### config.mk
export PLATFORM = sky130hd
export DESIGN_NAME = esn_lane_seq
export DESIGN_NICKNAME = d
export VERILOG_FILES = /design/src/rtl/esn_lane_seq.sv
export SDC_FILE = /design/constraint.sdc
export NUM_CORES = 1
export LEC_CHECK = 0
export BUFFER_PORTS_ARGS = -buffer_cell sky130_fd_sc_hd__buf_2
export CAP_MARGIN = 20
export CELL_PAD_IN_SITES_DETAIL_PLACEMENT = 1
export CELL_PAD_IN_SITES_GLOBAL_PLACEMENT = 1
export CORE_MARGIN = 2
export CORE_UTILIZATION = 41
export DETAILED_ROUTE_END_ITERATION = 10
export PLACE_DENSITY_LB_ADDON = 0.1
export SLEW_MARGIN = 0
export SYNTH_ARGS = -nofsm -noshare
export SYNTH_HDL_FRONTEND = slang
export SYNTH_SLANG_ARGS = --single-unit
### constraint.sdc
create_clock -name clk -period 3.2 [get_ports clk]
set_clock_uncertainty 0.2 [all_clocks]
set_input_delay 0.16 -clock clk [delete_from_list [all_inputs] [get_ports clk]]
set_output_delay 0.16 -clock clk [all_outputs]
set_load 0.03 [all_outputs]
### src/rtl/esn_lane_seq.sv
// rtl/esn_lane_seq.sv - multi-lane ESN reservoir/readout sequencer (control, address and enables only).
// Optional busy-cycle counter on perf_cycles is built when ESN_SEQ_PERF_CNT_EN is defined.
module esn_lane_seq #(
  parameter int NODE_NUM   = 1000,
  parameter int LANES      = 4,
  parameter int TIME_POINT = 10,
  parameter int PE_LAT     = 14,
  parameter int ADDR_W     = 10,
  parameter int WADDR_W    = 18,
  parameter int STEP_W     = 8
) (
  input  logic               clk,
  input  logic               nrst,
  input  logic               start,
  output logic               busy,
  output logic               done,
  output logic               u_load,
  output logic [ADDR_W-1:0]  addr_x,
  output logic               x_rd_bank,
  output logic [WADDR_W-1:0] addr_w,
  output logic               acc_en,
  output logic               acc_first,
  output logic               x_wr,
  output logic [ADDR_W-1:0]  x_wr_addr,
  output logic [LANES-1:0]   x_wr_mask,
  output logic [ADDR_W-1:0]  addr_wout,
  output logic               y_acc_en,
  output logic               y_valid,
  input  logic               y_ready,
  output logic [STEP_W-1:0]  step_idx,
  output logic [31:0]        perf_cycles
);

  localparam int G     = (NODE_NUM + LANES - 1) / LANES;
  localparam int G_W   = (G > 1) ? $clog2(G) : 1;
  localparam int LAT_W = (PE_LAT > 1) ? $clog2(PE_LAT) : 1;

  typedef enum logic [3:0] {
    S_IDLE, S_LOAD_U, S_ACC, S_DRAIN, S_XWR, S_RD, S_RDRAIN, S_YOUT, S_DONE
  } state_t;

  state_t               state_q;
  logic [ADDR_W-1:0]    j_q;
  logic [LAT_W-1:0]     lat_q;
  logic [G_W-1:0]       g_q;
  logic [ADDR_W-1:0]    grp_base_q;
  logic                 busy_q, done_q, u_load_q, acc_en_q, acc_first_q;
  logic                 x_wr_q, y_acc_en_q, y_valid_q, bank_q;
  logic [ADDR_W-1:0]    addr_x_q, x_wr_addr_q, addr_wout_q;
  logic [WADDR_W-1:0]   addr_w_q;
  logic [LANES-1:0]     x_wr_mask_q;
  logic [STEP_W-1:0]    step_q;

  // Outputs are registered: each transition loads the values the next state presents.
  always_ff @(posedge clk or negedge nrst) begin
    if (!nrst) begin
      state_q     <= S_IDLE;
      j_q         <= '0;
      lat_q       <= '0;
      g_q         <= '0;
      grp_base_q  <= '0;
      busy_q      <= 1'b0;
      done_q      <= 1'b0;
      u_load_q    <= 1'b0;
      acc_en_q    <= 1'b0;
      acc_first_q <= 1'b0;
      x_wr_q      <= 1'b0;
      y_acc_en_q  <= 1'b0;
      y_valid_q   <= 1'b0;
      bank_q      <= 1'b0;
      addr_x_q    <= '0;
      x_wr_addr_q <= '0;
      addr_wout_q <= '0;
      addr_w_q    <= '0;
      x_wr_mask_q <= '0;
      step_q      <= '0;
    end else begin
      done_q      <= 1'b0;
      u_load_q    <= 1'b0;
      acc_en_q    <= 1'b0;
      acc_first_q <= 1'b0;
      x_wr_q      <= 1'b0;
      y_acc_en_q  <= 1'b0;
      case (state_q)
        S_IDLE: begin
          if (start) begin
            state_q    <= S_LOAD_U;
            busy_q     <= 1'b1;
            u_load_q   <= 1'b1;
            step_q     <= '0;
            g_q        <= '0;
            grp_base_q <= '0;
          end
        end
        S_LOAD_U: begin
          state_q     <= S_ACC;
          j_q         <= '0;
          addr_x_q    <= '0;
          addr_w_q    <= '0;
          acc_en_q    <= 1'b1;
          acc_first_q <= 1'b1;
        end
        S_ACC: begin
          if (j_q == ADDR_W'(NODE_NUM - 1)) begin
            state_q <= S_DRAIN;
            lat_q   <= '0;
          end else begin
            j_q      <= j_q + ADDR_W'(1);
            addr_x_q <= j_q + ADDR_W'(1);
            addr_w_q <= addr_w_q + WADDR_W'(1);
            acc_en_q <= 1'b1;
          end
        end
        S_DRAIN: begin
          if (lat_q == LAT_W'(PE_LAT - 1)) begin
            state_q     <= S_XWR;
            x_wr_q      <= 1'b1;
            x_wr_addr_q <= grp_base_q;
            for (int l = 0; l < LANES; l++)
              x_wr_mask_q[l] <= (int'(grp_base_q) + l) < NODE_NUM;
          end else begin
            lat_q <= lat_q + LAT_W'(1);
          end
        end
        S_XWR: begin
          j_q      <= '0;
          addr_x_q <= '0;
          if (g_q != G_W'(G - 1)) begin
            state_q     <= S_ACC;
            g_q         <= g_q + G_W'(1);
            grp_base_q  <= grp_base_q + ADDR_W'(LANES);
            addr_w_q    <= addr_w_q + WADDR_W'(1);
            acc_en_q    <= 1'b1;
            acc_first_q <= 1'b1;
          end else begin
            // Readout consumes the bank just written, so flip before the first read.
            state_q     <= S_RD;
            bank_q      <= ~bank_q;
            addr_wout_q <= '0;
            y_acc_en_q  <= 1'b1;
          end
        end
        S_RD: begin
          if (j_q == ADDR_W'(NODE_NUM - 1)) begin
            state_q <= S_RDRAIN;
            lat_q   <= '0;
          end else begin
            j_q         <= j_q + ADDR_W'(1);
            addr_x_q    <= j_q + ADDR_W'(1);
            addr_wout_q <= j_q + ADDR_W'(1);
            y_acc_en_q  <= 1'b1;
          end
        end
        S_RDRAIN: begin
          if (lat_q == LAT_W'(PE_LAT - 1)) begin
            state_q   <= S_YOUT;
            y_valid_q <= 1'b1;
          end else begin
            lat_q <= lat_q + LAT_W'(1);
          end
        end
        S_YOUT: begin
          if (y_ready) begin
            y_valid_q <= 1'b0;
            if (step_q == STEP_W'(TIME_POINT - 1)) begin
              state_q <= S_DONE;
              done_q  <= 1'b1;
            end else begin
              state_q    <= S_LOAD_U;
              step_q     <= step_q + STEP_W'(1);
              g_q        <= '0;
              grp_base_q <= '0;
              u_load_q   <= 1'b1;
            end
          end
        end
        S_DONE: begin
          state_q <= S_IDLE;
          busy_q  <= 1'b0;
        end
        default: begin
          state_q   <= S_IDLE;
          busy_q    <= 1'b0;
          y_valid_q <= 1'b0;
        end
      endcase
    end
  end

  assign busy      = busy_q;
  assign done      = done_q;
  assign u_load    = u_load_q;
  assign addr_x    = addr_x_q;
  assign x_rd_bank = bank_q;
  assign addr_w    = addr_w_q;
  assign acc_en    = acc_en_q;
  assign acc_first = acc_first_q;
  assign x_wr      = x_wr_q;
  assign x_wr_addr = x_wr_addr_q;
  assign x_wr_mask = x_wr_mask_q;
  assign addr_wout = addr_wout_q;
  assign y_acc_en  = y_acc_en_q;
  assign y_valid   = y_valid_q;
  assign step_idx  = step_q;

`ifdef ESN_SEQ_PERF_CNT_EN
  logic [31:0] perf_q;

  always_ff @(posedge clk or negedge nrst) begin
    if (!nrst)
      perf_q <= '0;
    else if (state_q == S_IDLE && start)
      perf_q <= '0;
    else if (busy_q && perf_q != 32'hFFFF_FFFF)
      perf_q <= perf_q + 32'd1;
  end

  assign perf_cycles = perf_q;
`else
  assign perf_cycles = 32'd0;
`endif

endmodule

==> results_dict.tcl, run 1 <==
set metrics [dict create \
    avgSynthCellArea_um2 9.149 \
    route.vias.total 4009 \
    clockBufferDepth 2 \
    r2r_end "g_q[5]" \
    seqCellArea_um2 2277 \
    reg2reg_depth 5 \
    grt_antenna_before_repair 0 \
    seq_area_frac_synth_pct 47.32 \
    cp-start-kind "flip-flop" \
    hold_viol 0 \
    grt_max_degree 51 \
    slew_headroom_pct 50.32 \
    place_area_um2 5162 \
    power.density_nw_per_um2 422.7 \
    p_int_mw 1.765 \
    multi_input_area_um2 2237 \
    synth_top_area_share_pct 47.32 \
    swShare_pct 24.00 \
    setup_tns_ps 0 \
    grt_pass1_vias 3980 \
    nets 609 \
    cts_tree "done" \
    p_clk_share_pct 46.9 \
    maxSlewViolCount 0 \
    area_growth_pct 14.17 \
    viasPerCell 5.388 \
    path_class "flip-flop to flip-flop" \
    cts-resized-gates 0 \
    final_area_um2 5494 \
    rsz0062_at_grt "no" \
    yosys-top-cells-area "dfrtp_1 (47%), o21ai_0 (5.9%), buf_4 (5.3%)" \
    cts_buffers 9 \
    dpl_worst_slack_ps 514.9 \
    overflow 0 \
    timing.final.ws_setup_ps 444.1 \
    antenna_cells 0 \
    yosys_register_bits 91 \
    cp_max_fo 28 \
    worst-r2r-setup-slack_ps 440 \
    cts_hold_buf 3 \
    synth-async-reset-ratio_pct 100.0 \
    grt_pass1_wl_um 19860 \
    rows 39 \
    status "complete, no violations" \
    syn_area_um2 4812 \
    synth_edf_count 0 \
    synth_cell_types 55 \
    crit_path_start "state_q[1]" \
    wl_per_cell_um 15.82 \
    dieWidth_um 112.3 \
    drv_cap 0 \
    ioPinCount 105 \
    fin_crit_sh_pct 86.12 \
    layout-drive-gt1-share_pct 18.97 \
    min_period_ps 2756 \
    clock.fmax_mhz 362.9 \
    fill_cells 1372 \
    hp-class "input port to asynchronous set/reset pin" \
    start_util_pct 42.14 \
    crit_path_end_kind "flip-flop" \
    clk_latency_ps 350 \
    pwr-share-comb_pct 3.6 \
    tightest_slew_ps 741.6 \
    drt_first_pass_iters 4 \
    wirelength_um 11770 \
    postCtsSetupRepairBufs 0 \
    endpoint "g_q[5]" \
    clock-root-buffer "clkbuf_16" \
    io_buffers 70 \
    clk_pin_slew_worst_paths_ps 70 \
    dp_hpwl_um 8408 \
    p_seq_share_pct 49.5 \
    setup_violations 0 \
    mostFrequentLayoutCells "dfrtp_1 (91), buf_2 (69), nand2_1 (63)" \
    ys_warn_count 0 \
    final_common_cell "dfrtp_1" \
    power.leakage_nw 2.624 \
    gp_congestion 0.8197 \
    die_h_um 112.3 \
    drtIter0Drc 212 \
    synth_top_area_cell "dfrtp_1" \
    synth_ff_type "dfrtp_1" \
    drc_errors 0 \
    p_sw_mw 0.5574 \
    syn_inst 526 \
    die-area_um2 12620 \
    cp.arrival_ps 2820 \
    postRouteAntennaNets 0 \
    max-vdd-ir-drop_mv 0.3635 \
    numClockSinks 91 \
    grtUsageTotal_pct 19.39 \
    htreeDepth 3 \
    cp_data_required_time_ps 3260 \
    coreArea_um2 11420 \
    r2r_start "state_q[1]" \
]
cell usage after synthesis (2+ instances only):
master	instances
a21oi_2	6
clkbuf_1	15
inv_1	15
xnor2_1	8
o31ai_1	10
xor2_1	7
nand4_1	12
nand3_1	28
or3_1	14
buf_4	34
nor2b_1	2
ha_1	9
a21oi_1	30
nor4_1	4
a31oi_1	9
and4b_1	2
or4_1	5
nand3b_1	2
o22a_1	2
and3_1	7
buf_2	3
or2_2	2
and4_1	3
o21ai_2	6
nor2_1	41
nand2b_1	5
dfrtp_1	91
nand2_1	63
a41oi_1	2
mux2i_1	2
o21ai_0	57
nor3_1	7
per-layer routing:
layer	routed length, um	track usage (%)	share of wire [%]	vias up
li1	-	-	-	1942
met1	5654	26.38	48	1966
met2	5427	31.29	46	87
met3	517	3.834	4.4	14
met4	171	6.423	1.5	0
met5	0	0	0	-
worst min path at each step:
stage / startpoint / endpoint / slack [ps] / depth (start not counted)
after floorplan: nrst / acc_en / -340 / 0
after global placement: nrst / x_wr / 40 / 1
after detailed placement: nrst / x_wr / 40 / 1
after CTS: nrst / x_wr_mask[2] / 210 / 2
after global routing: nrst / x_wr / 230 / 2
final: nrst / x_wr / 180 / 2
worst max-delay path, cell delays in order (launching register included):
cell and delay (ps):
dfrtp_1 600, or2_2 400, a21oi_1 380, o211ai_4 340, or4_1 580, a21oi_1 180
area by class of cell:
class,count,area share (%)
Clock inverter,7,1.389
Tap cell,143,3.257
Multi-Input combinational cell,398,40.72
Timing Repair Buffer,81,8.062
Inverter,15,1.025
Sequential cell,91,41.45
Clock buffer,9,4.099
cells by family (layout without fill, tap and decap cells):
kind of cell	count (synthesis)	in the layout	share of synthesized area, %
other cells	1	34	0.07793
flops	91	91	47.32
fa+ha+maj	9	9	2.340
mux	3	3	0.6500
simple gates	203	203	21.11
xor+xnor	15	15	2.730
buf+inv	70	112	8.762
compound gates	134	134	17.00
per-stage QoR:
step	cells	utilization [%]	hold WS [ps]	total power, mW
after global placement	725	45.21	38.61	1.253
after global routing	744	48.12	233.1	2.402
after detailed placement	725	45.21	41.83	1.253
after CTS	744	48.12	209.9	2.350
final	744	48.12	183.8	2.322
after floorplan	559	-	-335.6	1.256
power groups by stage:
| stage | sequential [mW] | clock, mW | combinational (mW) |
|---|---|---|---|
| 2_1_floorplan | 1.17 | 0 | 0.0841 |
| 3_3_place_gp | 1.17 | 0 | 0.0816 |
| 3_5_place_dp | 1.17 | 0 | 0.0817 |
| 4_1_cts | 1.15 | 1.12 | 0.0846 |
| 5_1_grt | 1.15 | 1.16 | 0.0911 |
| 6_report | 1.15 | 1.09 | 0.0834 |
registers in the layout, summed over array words and instances, names as in the netlist, 4 cells and up:
signal,count
lat_q,4
addr_x,10
addr_w,18
x_wr_addr,8
addr_wout,10
step_idx,8
x_wr_mask,4
g_q,8
state_q,4
grp_base_q,8
(Power assumes the default switching activity.)
==> run 2, diff against run 1 <==
--- a/config.mk
+++ b/config.mk
@@ -14,4 +14,5 @@
 export DETAILED_ROUTE_END_ITERATION = 10
 export PLACE_DENSITY_LB_ADDON = 0.1
+export REMOVE_ABC_BUFFERS = 1
 export SLEW_MARGIN = 0
 export SYNTH_ARGS = -nofsm -noshare
==> constraint.sdc (replaced) <==
create_clock -name clk -period 3.2 [get_ports clk]
set_clock_uncertainty 0.2 [all_clocks]
set_input_delay 0.32 -clock clk [delete_from_list [all_inputs] [get_ports clk]]
set_output_delay 0.32 -clock clk [all_outputs]
set_load 0.03 [all_outputs]
==> results_dict.tcl, run 2 (synthesis results as in run 1) <==
set metrics [dict create \
    crit_path_end_kind "flip-flop" \
    clk_latency_ps 350 \
    maxSlewViolCount 0 \
    cts_tree "done" \
    status "complete, no violations" \
    tightest_slew_ps 738.8 \
    grt_pass1_wl_um 19900 \
    largest_reg_flops 18 \
    start_util_pct 42.14 \
    holdPathStages 2 \
    cp_data_required_time_ps 3270 \
    fin_crit_sh_pct 86.34 \
    crit_path_start "state_q[1]" \
    io_buffers 70 \
    timing.final.ws_setup_ps 437.1 \
    rsz0062_at_grt "no" \
    drt_first_pass_iters 4 \
    die-area_um2 12620 \
    coreArea_um2 11420 \
    clockBufferDepth 2 \
    min_period_ps 2763 \
    grtUsageTotal_pct 19.26 \
    route.vias.total 4029 \
    clock.fmax_mhz 361.9 \
    hold_viol 0 \
    worst-r2r-setup-slack_ps 440 \
    final_common_cell "dfrtp_1" \
    htreeDepth 3 \
    area_growth_pct 13.86 \
    dpl_worst_slack_ps 418.5 \
    layout-drive-gt1-share_pct 18.49 \
    rows 39 \
    drc_errors 0 \
    cp-start-kind "flip-flop" \
    cp.arrival_ps 2830 \
    path_class "flip-flop to flip-flop" \
    fill_cells 1394 \
    postRouteAntennaNets 0 \
    clock-root-buffer "clkbuf_16" \
    cts-resized-gates 0 \
    gp_congestion 0.7901 \
    viasPerCell 5.459 \
    wirelength_um 11780 \
    cts_buffers 9 \
    power.density_nw_per_um2 434.6 \
    antenna_cells 0 \
    reg2reg_depth 5 \
    power.leakage_nw 2.620 \
    slew_headroom_pct 50.51 \
    numClockSinks 91 \
    wl_per_cell_um 15.96 \
    dp.cells 722 \
    drtIter0Drc 171 \
    overflow 0 \
    hp-class "input port to flip-flop" \
    grt_max_degree 48 \
    clk_pin_slew_worst_paths_ps 60 \
    p_total_mw 2.381 \
    setup_tns_ps 0 \
    min_from "y_ready" \
    grt_pass1_vias 4042 \
    drv_cap 0 \
    stdcell_count 738 \
    die_h_um 112.3 \
    dp_hpwl_um 8144 \
    setup_violations 0 \
    ioPinCount 105 \
    dieWidth_um 112.3 \
    grt_antenna_before_repair 0 \
    r2r_end "addr_x[9]" \
    hold_path_end "done" \
    max-vdd-ir-drop_mv 0.2994 \
    r2r_start "state_q[1]" \
    nets 604 \
    cp_max_fo 21 \
    mostFrequentLayoutCells "dfrtp_1 (91), buf_2 (69), nand2_1 (63)" \
]
## run 2: area by class of cell
| type | count | area [um2] | share of cell area (%) |
|---|---|---|---|
| Clock buffer | 9 | 225.2 | 4.111 |
| Inverter | 15 | 56.30 | 1.028 |
| Clock inverter | 6 | 91.34 | 1.667 |
| Timing Repair Buffer | 76 | 412.9 | 7.536 |
| Tap cell | 143 | 178.9 | 3.266 |
| Sequential cell | 91 | 2277 | 41.56 |
| Multi-Input combinational cell | 398 | 2237 | 40.83 |
## run 2: how the worst max path moves through the flow
| stage | cells after the start | endpoint | slack [ps] |
|---|---|---|---|
| finish | 5 | addr_x[9] | 440 |
| global route | 5 | addr_x[9] | 200 |
| CTS | 5 | addr_x[9] | 420 |
| global placement | 5 | grp_base_q[9] | 580 |
| detailed placement | 5 | addr_x[9] | 420 |
| floorplan | 6 | addr_w[9] | 610 |
## run 2: power breakdown
| group | internal, mW | switching, mW | total, mW |
|---|---|---|---|
| clock network | 0.683 | 0.466 | 1.15 |
| registers | 1.15 | 0 | 1.15 |
| logic | 0.00517 | 0.0773 | 0.0824 |
| total | 1.84 | 0.543 | 2.38 |
## run 2: per-layer routing
metal | part of all wire (%) | global-route usage (%) | vias up
met4 | 1.5 | 6.341 | 0
met5 | 0 | 0 | -
met3 | 5.2 | 4.158 | 14
met2 | 46 | 30.16 | 95
met1 | 47 | 26.79 | 1984
li1 | - | - | 1936
## run 2: critical path, cell delays in order (launching register included)
cell	delay [ps]
dfrtp_1	710
or3b_2	510
a21o_1	260
nor2_1	570
o21ai_0	230
a31oi_1	200
## run 2: timing repair
action	CTS	global route
buffers inserted	0	0
hold endpoints to repair	44	0
hold buffers	1	0
## run 2: through the flow
stage	hold WS [ps]	utilization, %	cell area, um2
after detailed placement	173.0	45.12	5152
after global routing	84.16	47.98	5479
after floorplan	-175.6	-	4571
after global placement	170.2	45.12	5152
after CTS	69.20	47.98	5479
final	78.36	47.98	5479
